## config.mk

```make
export PLATFORM = sky130hd
export DESIGN_NAME = au_suffix_and_seq
export DESIGN_NICKNAME = d
export VERILOG_FILES = /design/src/rtl/au_prefix_pkg.sv /design/src/rtl/au_suffix_and_level.sv /design/src/rtl/au_suffix_and_seq.sv
export SDC_FILE = /design/constraint.sdc
export NUM_CORES = 1
export LEC_CHECK = 0
export ABC_AREA = 1
export BUFFER_PORTS_ARGS = -buffer_cell sky130_fd_sc_hd__buf_2
export CAP_MARGIN = 0
export CORE_MARGIN = 2
export CORE_UTILIZATION = 25
export CTS_CLUSTER_DIAMETER = 200
export DETAILED_ROUTE_END_ITERATION = 6
export GPL_TIMING_DRIVEN = 0
export SLEW_MARGIN = 5
export SYNTH_ARGS = -nofsm -noshare
export SYNTH_HDL_FRONTEND = slang
export SYNTH_SLANG_ARGS = --single-unit
```

## constraint.sdc

```tcl
create_clock -name clk -period 2.54 [get_ports clk]
set_clock_uncertainty 0.15 [all_clocks]
set_input_delay 0.127 -clock clk [delete_from_list [all_inputs] [get_ports clk]]
set_output_delay 0.127 -clock clk [all_outputs]
set_load 0.005 [all_outputs]
```

## src/rtl/au_prefix_pkg.sv

```systemverilog
// Shared helpers for the prefix/suffix AND family.
// Parameter bounds and cycle-count arithmetic.
package au_prefix_pkg;

  typedef enum logic [1:0] {
    IDLE,
    CALC,
    DONE
  } au_state_e;

  localparam int LPC_MIN = 1;

  function automatic int au_clog2(input int n);
    int r;
    r = 0;
    while ((1 << r) < n) r++;
    return r;
  endfunction

  function automatic int au_max_lpc(input int width);
    int l;
    l = au_clog2(width);
    return (l < 1) ? 1 : l;
  endfunction

  function automatic int au_num_cycles(
    input int width,
    input int lpc
  );
    int l;
    int c;
    l = au_clog2(width);
    c = (l + lpc - 1) / lpc;
    return (c < 1) ? 1 : c;
  endfunction

endpackage

```

## src/rtl/au_suffix_and_level.sv

```systemverilog
// One suffix-AND level: q[i] = p[i] & p[i + 2^j].
// Indices j >= MAXL leave the word untouched.
module au_suffix_and_level #(
  parameter int WIDTH = 8,
  parameter int MAXL  = 3
) (
  input  logic [7:0]       j,
  input  logic [WIDTH-1:0] p,
  output logic [WIDTH-1:0] q
);

  // Select the level matching j and combine with the bit 2^j above.
  always_comb begin
    q = p;
    for (int lv = 0; lv < MAXL; lv++) begin
      if (j == 8'(lv)) begin
        for (int i = 0; i < WIDTH - (1 << lv); i++) begin
          q[i] = p[i] & p[i + (1 << lv)];
        end
      end
    end
  end

endmodule

```

## src/rtl/au_suffix_and_seq.sv

```systemverilog
// Multi-cycle suffix-AND with valid/ready handshake.
// LVL_PER_CYC levels are applied per clock to one register.
module au_suffix_and_seq
  import au_prefix_pkg::*;
#(
  parameter int WIDTH       = 8,
  parameter int LVL_PER_CYC = 1
) (
  input  logic             clk,
  input  logic             rst_n,
  input  logic             in_valid,
  output logic             in_ready,
  input  logic [WIDTH-1:0] pi,
  output logic             out_valid,
  input  logic             out_ready,
  output logic [WIDTH-1:0] po
);

  localparam int L = au_clog2(WIDTH);
  localparam logic [7:0] L8 = 8'(L);
  localparam logic [7:0] STEP = 8'(LVL_PER_CYC);

  generate
    if (WIDTH < 1 || LVL_PER_CYC < LPC_MIN ||
        LVL_PER_CYC > au_max_lpc(WIDTH)) begin : g_bad
      $fatal(1, "au_suffix_and_seq: illegal WIDTH/LVL_PER_CYC");
    end
  endgenerate

  au_state_e        state;
  au_state_e        state_nxt;
  logic [WIDTH-1:0] p;
  logic [WIDTH-1:0] p_nxt;
  logic [7:0]       k;
  logic [7:0]       k_nxt;
  logic [7:0]       k_sum;
  logic [WIDTH-1:0] stage [LVL_PER_CYC+1];

  assign stage[0] = p;

  for (genvar m = 0; m < LVL_PER_CYC; m++) begin : g_lvl
    au_suffix_and_level #(
      .WIDTH (WIDTH),
      .MAXL  (L)
    ) u_lvl (
      .j (k + 8'(m)),
      .p (stage[m]),
      .q (stage[m+1])
    );
  end

  assign k_sum = k + STEP;

  // Next state, next word and level counter.
  always_comb begin
    state_nxt = state;
    p_nxt     = p;
    k_nxt     = k;
    unique case (state)
      IDLE: begin
        if (in_valid) begin
          p_nxt     = pi;
          k_nxt     = '0;
          state_nxt = CALC;
        end
      end
      CALC: begin
        p_nxt = stage[LVL_PER_CYC];
        k_nxt = k_sum;
        if (k_sum >= L8) state_nxt = DONE;
      end
      DONE: begin
        if (out_ready) state_nxt = IDLE;
      end
      default: state_nxt = IDLE;
    endcase
  end

  // State, working word and counter registers.
  always_ff @(posedge clk or negedge rst_n) begin
    if (!rst_n) begin
      state <= IDLE;
      p     <= '0;
      k     <= '0;
    end else begin
      state <= state_nxt;
      p     <= p_nxt;
      k     <= k_nxt;
    end
  end

  assign in_ready  = (state == IDLE);
  assign out_valid = (state == DONE);
  assign po        = (state == DONE) ? p : '0;

endmodule

```

==> summary.txt, run 1 <==
Outcome
  • Status: finished clean

Cells and area
  • Number of fill cells in the layout: 568
  • Ant diodes: 0
  • Layout cells sized above 1: 24.0%
  • # nets final: 238
  • Fin area: 0.00166 sq mm
  • P&R area growth vs syn: 27.6%
  • Fin util: 32.6%

Flow run
  • Max-cap violation count: 0

Place
  • Port buffer count: 21
  • Pre-CTS WS: 0.879 ns
  • Final RePlAce weighted congestion: 0.859
  • Placed Area: 0.00149 sq mm
  • Detailed-placement wirelength estimate: 2170 microns

Power
  • Net Sw Frac: 46.8%
  • Tot Pwr: 0.00161 W
  • Sw Pwr: 0.000752 W
  • Pwr dens: 970 mW/mm^2
  • Comb pwr share: 53.9%
  • VDD IR max: 248 uV
  • Internal: 0.000855 W
  • Register share of total power: 30.6%
  • Clock power share: 15.5%
  • Standby leakage power: 0.849 nW

Setup path
  • CP Class: reg2reg
  • Max stage delay on crit path: 0.44 ns
  • Cells along the critical path: inv_1 > ha_1 > nand2_2 > nor2_4 > nand2_1 > nand3_2 > nand2_1 > nand2_1 > nand2_1
  • CP required: 2.55 ns
  • Cell family with most CP delay: simple AND/OR/NAND/NOR gates
  • Setup crit start kind: flop
  • Crit-path max FO: 6
  • Buf/Inv on CP: 1
  • Cell mode on critical path: nand2_1
  • Slowest cell on crit path: dfrtp_1
  • Worst reg-to-reg setup slack: 0.88 ns
  • WP data arrival: 1.68 ns
  • CP Capture Type: flop

STA
  • FMAX: 601 MHz
  • Count of final hold-check violations: 0
  • Worst slew margin: 71.7%
  • Final worst-path cycle share: 65.5%
  • Final setup violation count: 0
  • Setup tns final: 0 ns
  • Slew @ Worst Pin: 0.425 ns
  • Final worst slack: 0.877 ns
  • Final Slew Violations: 0
  • Post-route minimum period: 1.66 ns
  • RSZ-0062 raised after global routing: no

GRT
  • First-pass GRT wire length: 5220 microns
  • Initial antenna violation count: 0
  • Largest net degree at the start of global routing: 19
  • Total congestion overflow: 0
  • Vias in the first global route: 1231
  • Tot GR Track Use: 11.0%

Drt
  • Antenna Nets Post-Route: 0
  • Drt wl/cell: 10.0 microns
  • Vias: 1224
  • Drt drc: 0
  • Routed WL: 2920 microns
  • Pre-antenna DRT Iters: 4
  • Via density: 4.21
  • DRT iter0 DRCs: 46

Die
  • Core Box Area: 0.00507 sq mm
  • Die area: 0.00579 sq mm
  • Num rows: 26
  • I/O Pins: 22
  • Die height: 76.1 microns
  • Die width: 76.1 microns
  • Initial core utilization: 25.6%

CTS
  • # Post-CTS Setup Buffers: 0
  • Total CTS buffers: 3
  • CTS sink count: 18
  • H-tree depth: 1
  • Hold-fix buffers at CTS: 11
  • TritonCTS clock tree: done
  • Worst skew pair latency: 0.26 ns
  • Post-CTS Resized: 0
  • Clock root buffer: clkbuf_8
  • Clock slew at reported path FFs: 0.08 ns
  • Longest Clk Path Bufs: 2

Synthesis
  • Seq/Total Area, Yosys: 34.7%
  • Ranking of synthesized cells by instance count: nand2_1, inv_1, dfrtp_1, nor2_1, nand3_1
  • Mapped Nets: 201
  • Post-synth EDFFs: 0
  • Post-synth top area cell: dfrtp_1
  • Yosys warns: 0
  • Post-synth cell types: 23
  • Synth async-reset ratio: 100%
  • Mapped cell area: 0.00130 sq mm
  • Synthesized area per cell: 7.02 sq um
  • Area contributors post-synth: dfrtp_1, nand2_1, inv_1
  • Leading cell type by number of instances after synthesis: nand2_1
  • Share of Yosys cell area claimed by the top area cell type: 34.7%
  • Yosys reg bits: 18
  • Ys flop type: dfrtp_1
  • Cells after synthesis: 185

Worst hold path
  • Min-Delay Path Class: in2async
-- stage by stage --
step           hold slack (ns)  std cells
6_report                 0.176        291
2_1_floorplan           -0.319        185
3_5_place_dp           -0.0519        276
3_3_place_gp           -0.0567        276
5_1_grt                  0.227        291
4_1_cts                  0.198        291
-- placed cells by master, fill, tap and decap left out, drive strengths merged --
master	count
a21oi	5
buf	23
clkbuf	4
dfrtp	18
dlygate4sd3	11
ha	4
inv	28
nand2	70
nand3	14
nand4	2
nor2	23
o21a	1
o21ai	14
o21bai	1
o22ai	2
or2	1
-- layer usage --
metal  up-vias  part of all wire, %  track usage (%)
li1        644                    -                -
met1       563                   49             13.8
met2        14                   46             18.8
met3         3                  2.6             1.78
met4         0                  1.6             4.73
met5         -                    0                0
-- kinds of logic (layout without fill, tap and decap cells) --
kind of cell / Yosys count / after routing / synth area share [%]
compound gates: 23 / 23 / 9.44
fa+ha+maj: 4 / 4 / 3.85
buf+inv: 30 / 66 / 9.54
flops: 18 / 18 / 34.7
simple gates: 110 / 110 / 42.5
-- state kept, by name (all words and copies together) (netlist names) --
register	flops
k	8
p	8
state	2
-- power groups by stage --
stage	clock network (W)	registers [W]	logic (W)
after detailed placement	0	0.000497	0.000866
final	0.000249	0.000492	0.000866
after CTS	0.000259	0.000492	0.000883
after global routing	0.000268	0.000509	0.000998
after global placement	0	0.000496	0.000851
after floorplan	0	0.000474	0.000680
-- final timing paths --
| path | from | end | cells past startpoint |
|---|---|---|---|
| worst min register to register | p[0] | p[0] | 2 |
| worst min-delay path | rst_n | k[0] | 2 |
| worst max-delay path | k[0] | p[2] | 9 |
| min in group clk | p[0] | p[0] | 2 |
| worst max register to register | k[0] | p[2] | 9 |
| max in group asynchronous | rst_n | k[4] | 2 |
-- area by class of cell --
type | count | area (sq um) | area share [%]
multi-input cells | 137 | 724 | 43.7
inverters | 28 | 105 | 6.34
clock buffers | 4 | 55.1 | 3.32
repair buffers | 32 | 215 | 13.0
well taps | 70 | 87.6 | 5.29
flip-flops and latches | 18 | 450 | 27.2
plain buffers | 2 | 18.8 | 1.13
No activity file was read; power rests on OpenSTA's default activity.
==> inputs of run 2 (changes only) <==
- clock period: 2.54 -> 1.7 ns (I/O delays scaled with it)
==> run 2 against run 1 <==
  * Clock power up 51%
  * Non-clock buffer count rose by 1
  * Clock-buffer cell count unchanged
  * Combinational power rose by 55%
  * Via count rose by 0.41%
  * First-iteration DRC count rose by 30%
  * Die area stayed put
  * Final area increased by 2.0%
  * Highest routed layer unchanged
==> summary.txt, run 2 (synthesis results as in run 1) <==
Outcome
  • Status: finished clean

STA
  • FMAX: 626 MHz
  • Post-route minimum period: 1.60 ns
  • Hold Slack: 0.134 ns
  • Slew @ Worst Pin: 0.428 ns
  • Final setup violation count: 0
  • Count of final hold-check violations: 0
  • Worst slew margin: 71.5%
  • Final Slew Violations: 0
  • Final worst-path cycle share: 93.9%
  • Final worst slack: 0.103 ns
  • Setup tns final: 0 ns

Setup path
  • Worst R2R Start: k[1]
  • Cell mode on critical path: nand2_1
  • Crit path from: k[1]
  • Cells along the critical path: inv_1 > ha_2 > nand2_4 > nor2_8 > nand2_2 > nand3_2 > nand2_1 > nand2_1 > nand2_1
  • CP required: 1.71 ns
  • Slowest cell on crit path: dfrtp_2
  • Crit-path max FO: 7
  • RR Endpoint: p[2]
  • WP data arrival: 1.61 ns
  • Reg2Reg Depth: 9
  • Max stage delay on crit path: 0.45 ns
  • Worst reg-to-reg setup slack: 0.10 ns
  • CP Capture Type: flop
  • Crit path capture: p[2]
  • Setup crit start kind: flop
  • CP Class: reg2reg

Drt
  • Routed WL: 2980 microns
  • Via density: 4.21
  • Drt wl/cell: 10.2 microns
  • Antenna Nets Post-Route: 0
  • DRT iter0 DRCs: 60
  • Drt drc: 0
  • Vias: 1229
  • Pre-antenna DRT Iters: 4

Power
  • Pwr dens: 1460 mW/mm^2
  • VDD IR max: 385 uV
  • Standby leakage power: 0.849 nW

CTS
  • Clock root buffer: clkbuf_8
  • H-tree depth: 1
  • Worst skew pair latency: 0.27 ns
  • TritonCTS clock tree: done
  • Clock slew at reported path FFs: 0.08 ns
  • Longest Clk Path Bufs: 2
  • CTS sink count: 18
  • Total CTS buffers: 3

Cells and area
  • P&R area growth vs syn: 30.1%
  • # nets final: 239
  • Layout cells sized above 1: 27.0%
  • Most frequent cells in the layout: nand2_1, inv_1, buf_2
  • Non-Filler Instances: 292
  • Ant diodes: 0
  • Commonest non-fill, non-tap cell in the layout: nand2_1
  • Largest registers: k x8, p x8, state x2

GRT
  • First-pass GRT wire length: 5220 microns
  • Tot GR Track Use: 11.0%
  • Vias in the first global route: 1231
  • Largest net degree at the start of global routing: 19
  • Total congestion overflow: 0
  • Initial antenna violation count: 0

Die
  • Die area: 0.00579 sq mm
  • Core Box Area: 0.00507 sq mm
  • I/O Pins: 22
  • Num rows: 26
  • Initial core utilization: 25.6%
  • Die height: 76.1 microns
  • Die width: 76.1 microns

Worst hold path
  • Min-Delay Path Class: in2async

Place
  • Port buffer count: 21
  • Pre-CTS WS: 0.0391 ns
  • Placed cell count: 276
  • Final RePlAce weighted congestion: 0.859
  • Detailed-placement wirelength estimate: 2170 microns

Flow run
  • Max-cap violation count: 0
## run 2: where the power goes
part | switching (W) | internal (W)
combinational | 0.000819 | 0.000518
sequential | 0.000168 | 0.000580
clock | 0.000168 | 0.000207
## run 2: final cells by class
cell class / count / area, sq um
plain buffers: 2 / 18.8
clock buffers: 4 / 55.1
repair buffers: 33 / 223
well taps: 70 / 87.6
flip-flops and latches: 18 / 453
fillers: 567 / 3390
inverters: 28 / 105
multi-input cells: 137 / 747
## run 2: worst max-delay path, delay by kind of cell, from the launching register on
| family | cells | cell delay [ns] |
|---|---|---|
| buffers and inverters | 1 | 0.11 |
| and+or+nand+nor | 7 | 0.59 |
| DFF | 1 | 0.45 |
| adders and majority gates | 1 | 0.20 |
## run 2: worst min path at each step
stage	start	end	slack (ns)	depth (start not counted)
finish	rst_n	k[0]	0.13	2
detailed placement	rst_n	k[0]	-0.09	1
CTS	rst_n	k[1]	0.16	2
floorplan	rst_n	k[0]	-0.36	0
global route	rst_n	k[2]	0.18	2
global placement	rst_n	k[1]	-0.1	1
## run 2: metal layers
layer | part of all wire [%] | GRT usage [%] | up-vias
li1 | - | - | 646
met1 | 50 | 13.8 | 564
met2 | 46 | 18.8 | 16
met3 | 2.6 | 1.78 | 3
met4 | 1.5 | 4.73 | 0
met5 | 0 | 0 | -
## run 2: repair_timing
item / CTS / global route
setup endpoints to repair: 0 / 6
gates resized for setup: 0 / 8
hold buffers: 11 / 0
buffers inserted: 0 / 1
hold endpoints to repair: 28 / 0
## run 2: through the flow
| step | utilization, % | total power, W | area [sq um] |
|---|---|---|---|
| finish | 33.3 | 0.00246 | 1690 |
| global route | 33.3 | 0.00271 | 1690 |
| CTS | 32.6 | 0.00244 | 1660 |
| detailed placement | 29.4 | 0.00204 | 1490 |
| global placement | 29.4 | 0.00201 | 1490 |
| floorplan | - | 0.00172 | 1300 |
==> inputs of run 3 (changes only) <==
- CORE_MARGIN: 2 -> 4
- SYNTH_HIERARCHICAL: unset -> 1
==> run 3 against run 2 <==
  * Die area grew 9.6%
  * Fmax down 0.66%
  * Synthesized cell count up 3.2%
  * Wire length grew 3.2%
  * First-iteration DRC count rose by 38%
  * Non-clock buffer count is 4 higher
  * Critical path depth is 2 lower
  * Critical path type unchanged
==> summary.txt, run 3 <==
Synthesis
  • Synth Area in Compound Gates: 11.8%
  • Leading cell type by number of instances after synthesis: nand2_1
  • Synthesized area per cell: 6.72 sq um
  • Share of Yosys cell area claimed by the top area cell type: 35.1%
  • Yosys reg bits: 18
  • Post-synth top area cell: dfrtp_1
  • Mux contribution to synthesized area: 0%
  • Ranking of synthesized cells by instance count: nand2_1, nor2_1, inv_1, dfrtp_1, nand3_1
  • Simple-Gate Fraction of Synth Area: 37.4%
  • Post-synth cell types: 24
  • Seq/Total Area, Yosys: 35.1%
  • Mapped Nets: 205
  • Largest family of logic cells by synthesized area: simple AND/OR/NAND/NOR gates
  • Post-synth EDFFs: 0
  • Synth async-reset ratio: 100%
  • Area contributors post-synth: dfrtp_1, nand2_1, nor2_1
  • Post-Synth Adder-Cell Area: 1.95%
  • Ys flop type: dfrtp_1
  • Cells after synthesis: 191
  • Yosys warns: 6
  • Post-Synth XOR/XNOR Area: 1.27%
  • Mapped cell area: 0.00128 sq mm

Cells and area
  • Layout cells sized above 1: 23.7%
  • Multi-input gate area: 676 sq um
  • # nets final: 244
  • Largest registers: k x8, p x8, state x2
  • FF/Latch Area: 453 sq um
  • Commonest non-fill, non-tap cell in the layout: nand2_1
  • Most frequent cells in the layout: nand2_1, nor2_1, inv_1
  • Fin util: 33.9%
  • Ant diodes: 0
  • P&R area growth vs syn: 27.9%
  • Number of fill cells in the layout: 525

Place
  • Final RePlAce weighted congestion: 0.745
  • Port buffer count: 21
  • Detailed-placement wirelength estimate: 2330 microns

Die
  • Die area: 0.00635 sq mm
  • Die width: 79.7 microns
  • I/O Pins: 22
  • Num rows: 25
  • Initial core utilization: 26.5%
  • Die height: 79.7 microns
  • Core Box Area: 0.00485 sq mm

CTS
  • Total CTS buffers: 3
  • Worst skew pair latency: 0.25 ns
  • Clock root buffer: clkbuf_8
  • Longest Clk Path Bufs: 2
  • CTS sink count: 18
  • H-tree depth: 1
  • Clock slew at reported path FFs: 0.07 ns
  • TritonCTS clock tree: done

Drt
  • DRT iter0 DRCs: 83
  • Drt drc: 0
  • Vias: 1283
  • Pre-antenna DRT Iters: 4
  • Drt wl/cell: 10.4 microns
  • Via density: 4.35
  • Antenna Nets Post-Route: 0
  • Routed WL: 3080 microns

Setup path
  • Max stage delay on crit path: 0.43 ns
  • CP required: 1.70 ns
  • Cells along the critical path: ha_2 > nand3_1 > nor2_2 > xor2_2 > nand3_1 > nand2_1 > nand2_1
  • Slowest cell on crit path: dfrtp_2
  • CP Capture Type: flop
  • Crit-path max FO: 8
  • WP data arrival: 1.61 ns
  • CP Class: reg2reg
  • Setup crit start kind: flop

STA
  • Final setup violation count: 0
  • RSZ-0062 raised after global routing: no
  • Slew @ Worst Pin: 0.424 ns
  • Count of final hold-check violations: 0
  • Final Slew Violations: 0
  • Worst slew margin: 71.7%
  • Final worst-path cycle share: 94.5%
  • Post-route minimum period: 1.61 ns
  • FMAX: 622 MHz

GRT
  • Vias in the first global route: 1260
  • Largest net degree at the start of global routing: 19
  • Initial antenna violation count: 0
  • Total congestion overflow: 0
  • First-pass GRT wire length: 5440 microns
  • Tot GR Track Use: 10.5%

Power
  • Pwr dens: 1520 mW/mm^2
  • Standby leakage power: 0.810 nW
  • VDD IR max: 697 uV
  • Tot Pwr: 0.00250 W

Outcome
  • Status: finished clean

Worst hold path
  • Min-Delay Path Class: in2reg

Flow run
  • Max-cap violation count: 0
run 3: cell count changes in the layout (fill, tap and decap cells not counted), moves of 3 or more:
cell	delta
nand2_1	-16
nor2_1	+15
o22ai_1	+8
inv_1	+5
nand2_4	-5
a21oi_1	-4
nand3_1	+4
o21ai_0	+4
buf_2	+3
nand2_2	-3
nand3_2	-3
o21ai_1	-3
run 3: path summary, 6_finish.rpt:
kind | start | to | depth (start not counted) | slack (ns)
min reg2reg | p[0] | p[0] | 2 | 0.43
max in group asynchronous | rst_n | k[1] | 2 | 0.92
min in group asynchronous | rst_n | p[5] | 2 | 0.15
min | pi[4] | p[4] | 3 | 0.009
max reg2reg | k[1] | state[1] | 7 | 0.09
max | k[1] | state[1] | 7 | 0.09
run 3: stage by stage:
stage	hold slack [ns]	worst slack, ns	cells	TNS [ns]	instance area [sq um]
floorplan	-0.361	0.194	191	0	1280
global placement	-0.100	-0.0277	279	-0.0277	1470
detailed placement	-0.0990	-0.0357	279	-0.0357	1470
CTS	0.0157	0.0438	292	0	1620
global route	0.0950	0.00402	295	0	1640
finish	0.00856	0.0927	295	0	1640
run 3: critical path, delay by kind of cell, from the launching register on:
family	cells	cell delay [ns]
and+or+nand+nor	5	0.53
DFF	1	0.43
adders and majority gates	1	0.24
xor gates and xnor gates	1	0.16
run 3: cell families (layout without fill, tap and decap cells):
kind of cell | count (synthesis) | after routing
xor+xnor | 1 | 1
buf+inv | 38 | 75
flops | 18 | 18
simple gates | 105 | 105
compound gates | 27 | 27
fa+ha+maj | 2 | 2
run 3: layout make-up:
type	count	share of cell area [%]
Clock buffer	3	2.52
Timing Repair Buffer	34	13.9
Inverter	33	7.70
Multi-Input combinational cell	135	41.2
Sequential cell	18	27.6
Buffer	5	2.06
Tap cell	67	5.11
run 3: where the power goes:
group | leakage [nW] | switching [W] | internal (W)
Sequential | 0.229 | 0.000173 | 0.000587
Combinational | 0.560 | 0.000863 | 0.000570
Clock | 0.0216 | 0.000148 | 0.000158
Total | 0.810 | 0.00118 | 0.00132
run 3: timing repair:
action                                  CTS  global route
resized for setup                         2             1
hold endpoints to repair                 29             0
endpoints found under the setup margin    1             1
buffers inserted                          0             3
hold buffers                             10             0
cloned                                    0             0
run 3: per-layer routing:
metal | global-route usage [%] | share of wire, % | vias to the layer above
li1 | - | - | 674
met1 | 13.8 | 49 | 592
met2 | 18.0 | 47 | 15
met3 | 2.48 | 3.5 | 2
met4 | 1.03 | 0.45 | 0
met5 | 0 | 0 | -
